File: src/rtl/alu_hs_core.sv
// alu_hs_core: handshaked ALU with one unified result bus and an iterative restoring divider.
// One-cycle ops complete in a single edge; DIV with a non-zero divisor takes WIDTH cycles.
module alu_hs_core #(
    parameter int WIDTH  = 16,
    parameter bit DIV_EN = 1'b1
) (
    input  logic               CLK,
    input  logic               RST,
    input  logic               IN_VALID,
    output logic               IN_READY,
    input  logic [WIDTH-1:0]   A,
    input  logic [WIDTH-1:0]   B,
    input  logic [3:0]         ALU_FUN,
    output logic               OUT_VALID,
    input  logic               OUT_READY,
    output logic [2*WIDTH-1:0] RESULT,
    output logic [1:0]         OUT_CLASS,
    output logic               ZERO_FLAG,
    output logic               CARRY_FLAG,
    output logic               DIV_ERR,
    output logic               BUSY
);
    localparam int CW = $clog2(WIDTH + 1);

    typedef enum logic [1:0] {IDLE, DIV_BUSY, HOLD} state_t;

    state_t             state, state_nx;
    logic               accept, div_start, load_fast, load_div;
    logic [2*WIDTH-1:0] fast_res;
    logic [1:0]         fast_class;
    logic               fast_carry, fast_err;
    logic [WIDTH:0]     sum, diff, partial, trial;
    logic [WIDTH-1:0]   dvd, dvs, rem, rem_nx, quo_nx;
    logic               take;
    logic [CW-1:0]      count;

    assign OUT_VALID = state == HOLD;
    assign BUSY      = state == DIV_BUSY;

    always_comb begin
        IN_READY  = state == IDLE || (state == HOLD && OUT_READY);
        accept    = IN_VALID && IN_READY;
        div_start = accept && DIV_EN && ALU_FUN == 4'd3 && B != '0;
        load_fast = accept && !div_start;
        load_div  = state == DIV_BUSY && count == CW'(1);
        state_nx  = state;
        if (div_start)
            state_nx = DIV_BUSY;
        else if (load_fast || load_div)
            state_nx = HOLD;
        else if (state == HOLD && OUT_READY)
            state_nx = IDLE;
    end

    always_ff @(posedge CLK or negedge RST)
        if (!RST) state <= IDLE;
        else      state <= state_nx;

    // Restoring step: the sign of the trial subtraction decides the quotient bit.
    always_comb begin
        partial = {rem, dvd[WIDTH-1]};
        trial   = partial - {1'b0, dvs};
        take    = !trial[WIDTH];
        rem_nx  = take ? trial[WIDTH-1:0] : partial[WIDTH-1:0];
        quo_nx  = {dvd[WIDTH-2:0], take};
    end

    always_comb begin
        sum        = {1'b0, A} + {1'b0, B};
        diff       = {1'b0, A} - {1'b0, B};
        fast_res   = '0;
        fast_carry = 1'b0;
        fast_err   = 1'b0;
        case (ALU_FUN)
            4'd0: begin
                fast_res   = {{(WIDTH-1){1'b0}}, sum};
                fast_carry = sum[WIDTH];
            end
            4'd1: begin
                fast_res   = {{(WIDTH-1){1'b0}}, diff};
                fast_carry = diff[WIDTH];
            end
            4'd2: fast_res = {{WIDTH{1'b0}}, A} * {{WIDTH{1'b0}}, B};
            4'd3: begin
                fast_res = DIV_EN ? {A, {WIDTH{1'b1}}} : '0;
                fast_err = 1'b1;
            end
            4'd4:  fast_res = {{WIDTH{1'b0}}, A & B};
            4'd5:  fast_res = {{WIDTH{1'b0}}, A | B};
            4'd6:  fast_res = {{WIDTH{1'b0}}, ~(A & B)};
            4'd7:  fast_res = {{WIDTH{1'b0}}, ~(A | B)};
            4'd8:  fast_res = {{WIDTH{1'b0}}, A ^ B};
            4'd9:  fast_res = {{WIDTH{1'b0}}, ~(A ^ B)};
            4'd10: fast_res = {{(2*WIDTH-1){1'b0}}, A == B};
            4'd11: fast_res = {{(2*WIDTH-1){1'b0}}, A > B};
            4'd12: fast_res = {{(2*WIDTH-1){1'b0}}, A < B};
            4'd13: fast_res = {{WIDTH{1'b0}}, A >> 1};
            4'd14: fast_res = {{WIDTH{1'b0}}, A << 1};
            4'd15: fast_res = {{WIDTH{1'b0}}, A[WIDTH-1], A[WIDTH-1:1]};
        endcase
        fast_class = ALU_FUN < 4'd4 ? 2'd0 : ALU_FUN < 4'd10 ? 2'd1 : ALU_FUN < 4'd13 ? 2'd2 : 2'd3;
    end

    always_ff @(posedge CLK or negedge RST)
        if (!RST) begin
            RESULT     <= '0;
            OUT_CLASS  <= '0;
            ZERO_FLAG  <= 1'b0;
            CARRY_FLAG <= 1'b0;
            DIV_ERR    <= 1'b0;
            dvd        <= '0;
            dvs        <= '0;
            rem        <= '0;
            count      <= '0;
        end else begin
            if (div_start) begin
                dvd   <= A;
                dvs   <= B;
                rem   <= '0;
                count <= CW'(WIDTH);
            end else if (state == DIV_BUSY) begin
                dvd   <= quo_nx;
                rem   <= rem_nx;
                count <= count - CW'(1);
            end
            if (load_fast) begin
                RESULT     <= fast_res;
                OUT_CLASS  <= fast_class;
                ZERO_FLAG  <= fast_res == '0;
                CARRY_FLAG <= fast_carry;
                DIV_ERR    <= fast_err;
            end else if (load_div) begin
                RESULT     <= {rem_nx, quo_nx};
                OUT_CLASS  <= 2'd0;
                ZERO_FLAG  <= {rem_nx, quo_nx} == '0;
                CARRY_FLAG <= 1'b0;
                DIV_ERR    <= 1'b0;
            end
        end
endmodule

File: config.mk
export PLATFORM = sky130hd
export DESIGN_NAME = alu_hs_core
export DESIGN_NICKNAME = d
export VERILOG_FILES = /design/src/rtl/alu_hs_core.sv
export SDC_FILE = /design/constraint.sdc
export NUM_CORES = 1
export LEC_CHECK = 0
export CAP_MARGIN = 10
export CORE_ASPECT_RATIO = 1.4
export CORE_UTILIZATION = 64
export DETAILED_ROUTE_END_ITERATION = 12
export GPL_ROUTABILITY_DRIVEN = 0
export PLACE_DENSITY = 0.9
export SLEW_MARGIN = 20
export SYNTH_ARGS = -nofsm -noshare
export SYNTH_HDL_FRONTEND = slang
export SYNTH_SLANG_ARGS = --single-unit
File: constraint.sdc
create_clock -name CLK -period 5.2 [get_ports CLK]
set_clock_uncertainty 0.2 [all_clocks]
set_input_delay 1.04 -clock CLK [delete_from_list [all_inputs] [get_ports CLK]]
set_output_delay 1.04 -clock CLK [all_outputs]
set_load 0.02 [all_outputs]
==> results of run 1 <==
stage by stage:
stage / utilization [%] / hold slack [ns]
floorplan: - / 0.276
global placement: 79.7 / 0.272
detailed placement: 79.7 / 0.277
CTS: 88.2 / 0.314
routing by layer:
metal  track usage [%]  overflow
met2               107       555
met5              63.3         6
met3              79.8        52
met1              88.2        45
met4              95.9       234
logic make-up after synthesis:
family | share of synthesized area (%)
compound gates | 17.5
fa+ha+maj | 36.7
buf+inv | 9.94
xor+xnor | 3.39
simple gates | 17.2
mux | 1.33
flops | 13.9
timing repair:
| item | 4_1_cts |
|---|---|
| setup buffers | 78 |
| pin swaps | 135 |
| hold buffers | 0 |
| endpoints found under the hold margin | 0 |
| setup endpoints to repair | 29 |
| resized for setup | 415 |
==> results_dict.tcl, run 1 <==
set metrics [dict create \
    synth.yosys.warnings 0 \
    dp_cells 2678 \
    synth.area.top_cells "fa_1 24%, dfrtp_1 14%, ha_1 13%" \
    avgSynthCellArea_um2 8.08 \
    post-synth-top-count-cell "inv_1" \
    port_buffers 79 \
    lastStage "global routing" \
    synth_top_area_share_pct 23.8 \
    cts-buffers-inserted 9 \
    track_usage_pct 92.4 \
    cts_sinks 92 \
    netlist_area_um2 16600 \
    rows 69 \
    stop_error "[ERROR GRT-0116] Global routing finished with congestion. Check the congestion regions in the DRC Viewer." \
    cts_max_level 3 \
    synth_ff_type "dfrtp_1" \
    yosysUniqueCellTypes 83 \
    grt_start_max_net_pins 48 \
    synth_fp_nets 2457 \
    io_pins 80 \
    seq_area_frac_synth_pct 13.9 \
    dp_slack_ns -3.18 \
    ys_seq_elements 92 \
    die_w_um 138 \
    grt_pass1_wl_mm 178 \
    async_reset_ff_share_pct 100 \
    syn_inst 2050 \
    start_util_pct 65.2 \
    place_area_um2 20200 \
    synth_common_cells "302 x inv_1, 300 x nand2_1, 197 x fa_1, 192 x nor2_1, 170 x ha_1" \
    overflow 892 \
    clockRootBuffer "clkbuf_16" \
    synth-edff-count 0 \
    synth_top_area_cell "fa_1" \
    cts_max_path_buffers 2 \
    fp.dieH_um 192 \
    status "did not finish" \
    hpwlAfterDp_mm 55.9 \
    grt_pass1_vias 26300 \
]
==> run 2, diff against run 1 <==
--- a/config.mk
+++ b/config.mk
@@ -6,11 +6,10 @@
 export NUM_CORES = 1
 export LEC_CHECK = 0
 export CAP_MARGIN = 10
-export CORE_ASPECT_RATIO = 1.4
-export CORE_UTILIZATION = 64
+export CORE_UTILIZATION = 40
 export DETAILED_ROUTE_END_ITERATION = 12
 export GPL_ROUTABILITY_DRIVEN = 0
-export PLACE_DENSITY = 0.9
+export PLACE_DENSITY_LB_ADDON = 0.15
 export SLEW_MARGIN = 20
 export SYNTH_ARGS = -nofsm -noshare
 export SYNTH_HDL_FRONTEND = slang
==> run 2 against run 1 <==
The flow now finishes, with violations (negative setup slack). Synthesized cell count did not move. Area after synthesis did not move.
==> results_dict.tcl, run 2 <==
set metrics [dict create \
    status "complete, but fails checks" \
    violations "negative setup slack" \
    cts_max_path_buffers 2 \
    r2r-end "RESULT[23]$_DFFE_PN0P_" \
    postRouteAntennaNets 0 \
    min_path_type "reg -> reg" \
    cp_max_fo 4 \
    fin_crit_ns 7.26 \
    synth_top_area_share_pct 23.8 \
    synth_common_cells "302 x inv_1, 300 x nand2_1, 197 x fa_1, 192 x nor2_1, 170 x ha_1" \
    setup.worst_path.end_class "flip-flop" \
    yosysUniqueCellTypes 83 \
    dr.pass1.iters 6 \
    cp_num_buf_inv 9 \
    dieArea_um2 42200 \
    async_reset_ff_share_pct 100 \
    layout_commonest_cell "buf_4" \
    seq_area_frac_synth_pct 13.9 \
    power_mw 18.7 \
    drt-total-wl_mm 69.0 \
    cpMostUsedCell "fa_1" \
    rsz0062_at_grt "yes" \
    min_path_cells 2 \
    whs_ns 0.295 \
    max-cap-violations 0 \
    synth.area.top_cells "fa_1 24%, dfrtp_1 14%, ha_1 13%" \
    timing.rr.start "dvd[15]$_DFFE_PN0P_" \
    tightest_slew_ns 0.882 \
    overflow 0 \
    setup_ws_ns -2.06 \
    cts_max_level 3 \
    clk_pin_slew_ns 0.07 \
    nets 2876 \
    path_delay_family "adder cells" \
    synth-edff-count 0 \
    synth.yosys.warnings 0 \
    drc 0 \
    power.density_nw_per_um2 794 \
    synth_ff_type "dfrtp_1" \
    switching_share_pct 49.5 \
    fin_tns_setup_ns -35.36 \
    netlist_area_um2 16600 \
    finalHoldViolations 0 \
    share_comb_of_total_power_pct 89.6 \
    die_w_um 205 \
    setup_violations 27 \
    vias 17000 \
    avgSynthCellArea_um2 8.08 \
    power.internal_mw 9.44 \
    relSlewSlack_pct 40.9 \
    synth_top_area_cell "fa_1" \
    grt_start_max_net_pins 68 \
    worstSkewPairLatency_ns 0.35 \
    antenna_found_initial 0 \
    clockRootBuffer "clkbuf_16" \
    largest_register_ffs 32 \
    crit_slowest_cell "fa_1" \
    grt_pass1_vias 16900 \
    r2r_slack_ns 0.64 \
    slew_viol_final 0 \
    tritoncts "done" \
    area.growth.synth_to_final_pct 42.2 \
    p_sw_mw 9.25 \
    vdd_drop_max_uv 824 \
    hpwlAfterDp_mm 53.9 \
    startpoint_type "input port" \
    min_to "OUT_CLASS[0]$_DFFE_PN0P_" \
    hold_start "OUT_CLASS[0]$_DFFE_PN0P_" \
    core_um2 40800 \
    cts-buffers-inserted 9 \
    required_ns 5.26 \
    port_buffers 79 \
    regMostFlops "RESULT" \
    final_cell_mix "340 x buf_4, 272 x nand2_1, 244 x inv_1" \
    drive_above_1_share_pct 32.7 \
    cts_sinks 92 \
    power_frac_clock_pct 3.6 \
    fp.dieH_um 205 \
    syn_inst 2050 \
    leakagePower_nw 11.1 \
    drtIter0Drc 1511 \
    dp_slack_ns -3.14 \
    arrival_ns 7.32 \
    start_util_pct 40.6 \
    cpPeakStageDelay_ns 0.56 \
    track_usage_pct 32.8 \
    post-synth-top-count-cell "inv_1" \
    via_per_inst 5.67 \
    synth_fp_nets 2457 \
    io_pins 80 \
    rows 74 \
    ys_seq_elements 92 \
    wire_per_inst_um 23.0 \
    reg2reg_depth 16 \
    clock.fmax_ghz 0.138 \
    grt_pass1_wl_mm 103 \
    critPathKind "in -> reg" \
    seq_power_share_pct 6.8 \
    min_period_over_period_pct 140 \
]
run 2: cell type report:
| cell class | instances | area (um^2) |
|---|---|---|
| tap | 532 | 666 |
| sequential | 92 | 2300 |
| clock buffer | 10 | 229 |
| inverter | 313 | 1260 |
| clock inverter | 6 | 71.3 |
| antenna | 1 | 2.50 |
| fill | 3569 | 17300 |
| multi-input combinational | 1530 | 14200 |
| timing repair buffer | 523 | 4810 |
run 2: repair_timing:
| action | in CTS | in global routing |
|---|---|---|
| setup endpoints to repair | 29 | 29 |
| resized for setup | 372 | 209 |
| buffers inserted | 89 | 39 |
| gates cloned | 2 | 0 |
| pin swaps | 117 | 147 |
| hold buffers | 0 | 0 |
run 2: kinds of logic (layout without fill, tap and decap cells):
group	after synthesis	after routing	synth area share [%]
AO/OA/AOI/OAI	426	426	17.5
other	0	1	0
buffers and inverters	428	852	9.94
multiplexers	21	21	1.33
AND/OR/NAND/NOR	652	652	17.2
flip-flops	92	92	13.9
adder cells (fa/ha/maj)	367	367	36.7
XOR/XNOR	64	64	3.39
run 2: worst max-delay path by stage:
stage / start / cells past startpoint / end / slack [ns]
detailed placement: B[3] / 24 / ZERO_FLAG$_DFFE_PN0P_ / -3.14
global placement: B[3] / 27 / ZERO_FLAG$_DFFE_PN0P_ / -3.13
floorplan: B[9] / 27 / ZERO_FLAG$_DFFE_PN0P_ / -2.06
CTS: A[6] / 28 / ZERO_FLAG$_DFFE_PN0P_ / -2.13
global route: A[8] / 27 / ZERO_FLAG$_DFFE_PN0P_ / -2.36
finish: B[4] / 29 / ZERO_FLAG$_DFFE_PN0P_ / -2.06
run 2: routing by layer:
layer  vias to the layer above  GRT usage, %  wire [um]
met4                         0          11.5       2730
met3                       146          7.29       6510
met5                         -             0          0
li1                       7672             -          -
met2                       800          50.0      30500
met1                      8421          45.4      29300
run 2: power groups by stage:
stage | clock network [mW] | registers [mW] | logic, mW
after floorplan | 0 | 1.31 | 7.56
after global placement | 0 | 1.28 | 12.5
after detailed placement | 0 | 1.28 | 12.5
after CTS | 0.682 | 1.27 | 14.7
after global routing | 0.713 | 1.31 | 17.9
final | 0.673 | 1.28 | 16.7
run 2: tightest hold or removal path, delay by kind of cell (launching register included):
family           cells  cell delay (ns)
flip-flops           1             0.35
AND/OR/NAND/NOR      2             0.12
run 2: metrics by stage:
stage	instances	utilization, %	cell area [um^2]
finish	3007	57.7	23500
global route	3006	57.7	23500
CTS	2989	55.6	22700
detailed placement	2894	50.5	20600
global placement	2894	50.5	20600
floorplan	2050	-	17100
Power figures use the tool's default switching activity.
==> run 3, diff against run 2 <==
--- a/config.mk
+++ b/config.mk
@@ -5,7 +5,6 @@
 export SDC_FILE = /design/constraint.sdc
 export NUM_CORES = 1
 export LEC_CHECK = 0
-export CAP_MARGIN = 10
 export CORE_UTILIZATION = 40
 export DETAILED_ROUTE_END_ITERATION = 12
 export GPL_ROUTABILITY_DRIVEN = 0
==> constraint.sdc (replaced) <==
create_clock -name CLK -period 5.2 [get_ports CLK]
set_clock_uncertainty 0.2 [all_clocks]
set_input_delay 1.3 -clock CLK [delete_from_list [all_inputs] [get_ports CLK]]
set_output_delay 1.3 -clock CLK [all_outputs]
set_load 0.02 [all_outputs]
==> run 3 against run 2 <==
Via count down 0.69%. Sequential share of layout area up 0.15 points. Global-route usage down 0.43 points. Worst hold slack better by 0.0043 ns. Highest routed layer unchanged. Combinational power about the same. Largest power group unchanged. Power up 1.3%. Final cell count down 0.27%. The run still ends with negative setup slack left.
==> results_dict.tcl, run 3 (synthesis gave the netlist of run 2 again) <==
set metrics [dict create \
    leakagePower_nw 11.0 \
    grt_pass1_vias 17000 \
    fillerInstances 3653 \
    crit_slowest_cell "fa_1" \
    clockRootBuffer "clkbuf_16" \
    overflow 0 \
    setup_ws_ns -2.37 \
    area.growth.synth_to_final_pct 40.0 \
    fp.dieH_um 205 \
    status "complete, but fails checks" \
    fin_crit_ns 7.57 \
    finalHoldViolations 0 \
    slew_viol_final 0 \
    power_mw 18.9 \
    port_buffers 79 \
    dieArea_um2 42200 \
    drt-total-wl_mm 67.5 \
    hpwlAfterDp_mm 53.7 \
    grt_start_max_net_pins 67 \
    min_period_over_period_pct 145 \
    regMostFlops "RESULT" \
    vdd_drop_max_uv 902 \
    drive_above_1_share_pct 30.0 \
    cpMostUsedCell "fa_1" \
    startpoint_type "input port" \
    clock.fmax_ghz 0.132 \
    clk_pin_slew_ns 0.08 \
    wire_per_inst_um 22.5 \
    tritoncts "done" \
    drc 0 \
    cpPeakStageDelay_ns 0.57 \
    r2r_slack_ns 0.64 \
    dp_slack_ns -3.40 \
    violations "negative setup slack" \
    cts_sinks 92 \
    power.density_nw_per_um2 817 \
    layout_commonest_cell "buf_4" \
    largest_register_ffs 32 \
    postRouteAntennaNets 0 \
    start_util_pct 40.6 \
    nets 2870 \
    rows 74 \
    worstSkewPairLatency_ns 0.35 \
    cts_max_path_buffers 2 \
    cts_max_level 3 \
    grt_pass1_wl_mm 103 \
    critPathKind "in -> reg" \
    via_per_inst 5.64 \
    cts-buffers-inserted 9 \
    io_pins 80 \
    antenna_found_initial 0 \
    setup.worst_path.end_class "flip-flop" \
    min_path_type "reg -> reg" \
    die_w_um 205 \
    drtIter0Drc 1808 \
    final_util_pct 56.8 \
    relSlewSlack_pct 35.9 \
    track_usage_pct 32.3 \
    antenna_cells 0 \
    core_um2 40800 \
    vias 16900 \
    setup_violations 29 \
    tightest_slew_ns 0.960 \
    max-cap-violations 0 \
    cts_hold_buf 0 \
    arrival_ns 7.62 \
    required_ns 5.26 \
    rsz0062_at_grt "yes" \
    cp_max_fo 4 \
    final_cell_mix "352 x buf_4, 280 x nand2_1, 260 x inv_1" \
    dr.pass1.iters 5 \
]
-- run 3: cell types whose count changed in the layout (fill, tap and decap cells not counted), moves of 7 or more --
cell     change
buf_8        -7
buf_6       -11
fa_2         -9
nand2_1      +8
nor2_2      -15
inv_2       -18
fa_1         +9
buf_4       +12
nor2_1      +18
inv_1       +16
-- run 3: power by group --
group / total [mW] / internal [mW] / switching [mW]
sequential: 1.28 / 1.01 / 0.262
clock: 0.681 / 0.377 / 0.304
combinational: 17.0 / 8.18 / 8.79
total: 18.9 / 9.57 / 9.36
-- run 3: layout make-up --
class	count	area, um^2	area share [%]
Clock buffer	9	225	0.972
Sequential cell	92	2300	9.93
Clock inverter	6	73.8	0.318
Tap cell	532	666	2.87
Timing Repair Buffer	517	4650	20.1
Multi-Input combinational cell	1530	14000	60.4
Inverter	313	1260	5.42
-- run 3: per-stage QoR --
stage	hold slack (ns)	std cells	cell area [um^2]	TNS, ns
after floorplan	0.276	2050	17100	-34.57
after global placement	0.285	2920	20900	-71.96
after detailed placement	0.291	2920	20900	-72.94
after CTS	0.309	2990	22600	-47.16
after global routing	0.332	2999	23200	-50.28
final	0.300	2999	23200	-45.86
-- run 3: final timing paths --
check / start / endpoint / depth (start not counted)
setup / recovery: A[12] / ZERO_FLAG$_DFFE_PN0P_ / 29
setup reg to reg: dvd[15]$_DFFE_PN0P_ / rem[13]$_DFFE_PN0P_ / 15
hold reg to reg: OUT_CLASS[0]$_DFFE_PN0P_ / OUT_CLASS[0]$_DFFE_PN0P_ / 2
max in group asynchronous: RST / RESULT[21]$_DFFE_PN0P_ / 2
min in group asynchronous: RST / dvs[14]$_DFFE_PN0P_ / 1
hold / removal: OUT_CLASS[0]$_DFFE_PN0P_ / OUT_CLASS[0]$_DFFE_PN0P_ / 2
-- run 3: timing repair --
item | 4_1_cts | 5_1_grt
setup endpoints to repair | 30 | 29
cloned | 1 | 0
gates resized for setup | 311 | 148
buffers inserted | 67 | 25
pin swaps | 126 | 109
-- run 3: critical path, delay by kind of cell --
family	cells	cell delay, ns
and+or+nand+nor	7	0.94
AOI/OAI and AO/OA	5	1.00
adders and majority gates	7	3.39
muxes	1	0.22
buffers and inverters	9	0.75
-- run 3: per-layer routing --
metal | global-route usage (%) | share of wire (%)
met1 | 46.4 | 43
met2 | 49.7 | 44
met3 | 4.36 | 8.2
met4 | 11.1 | 3.8
met5 | 0 | 0
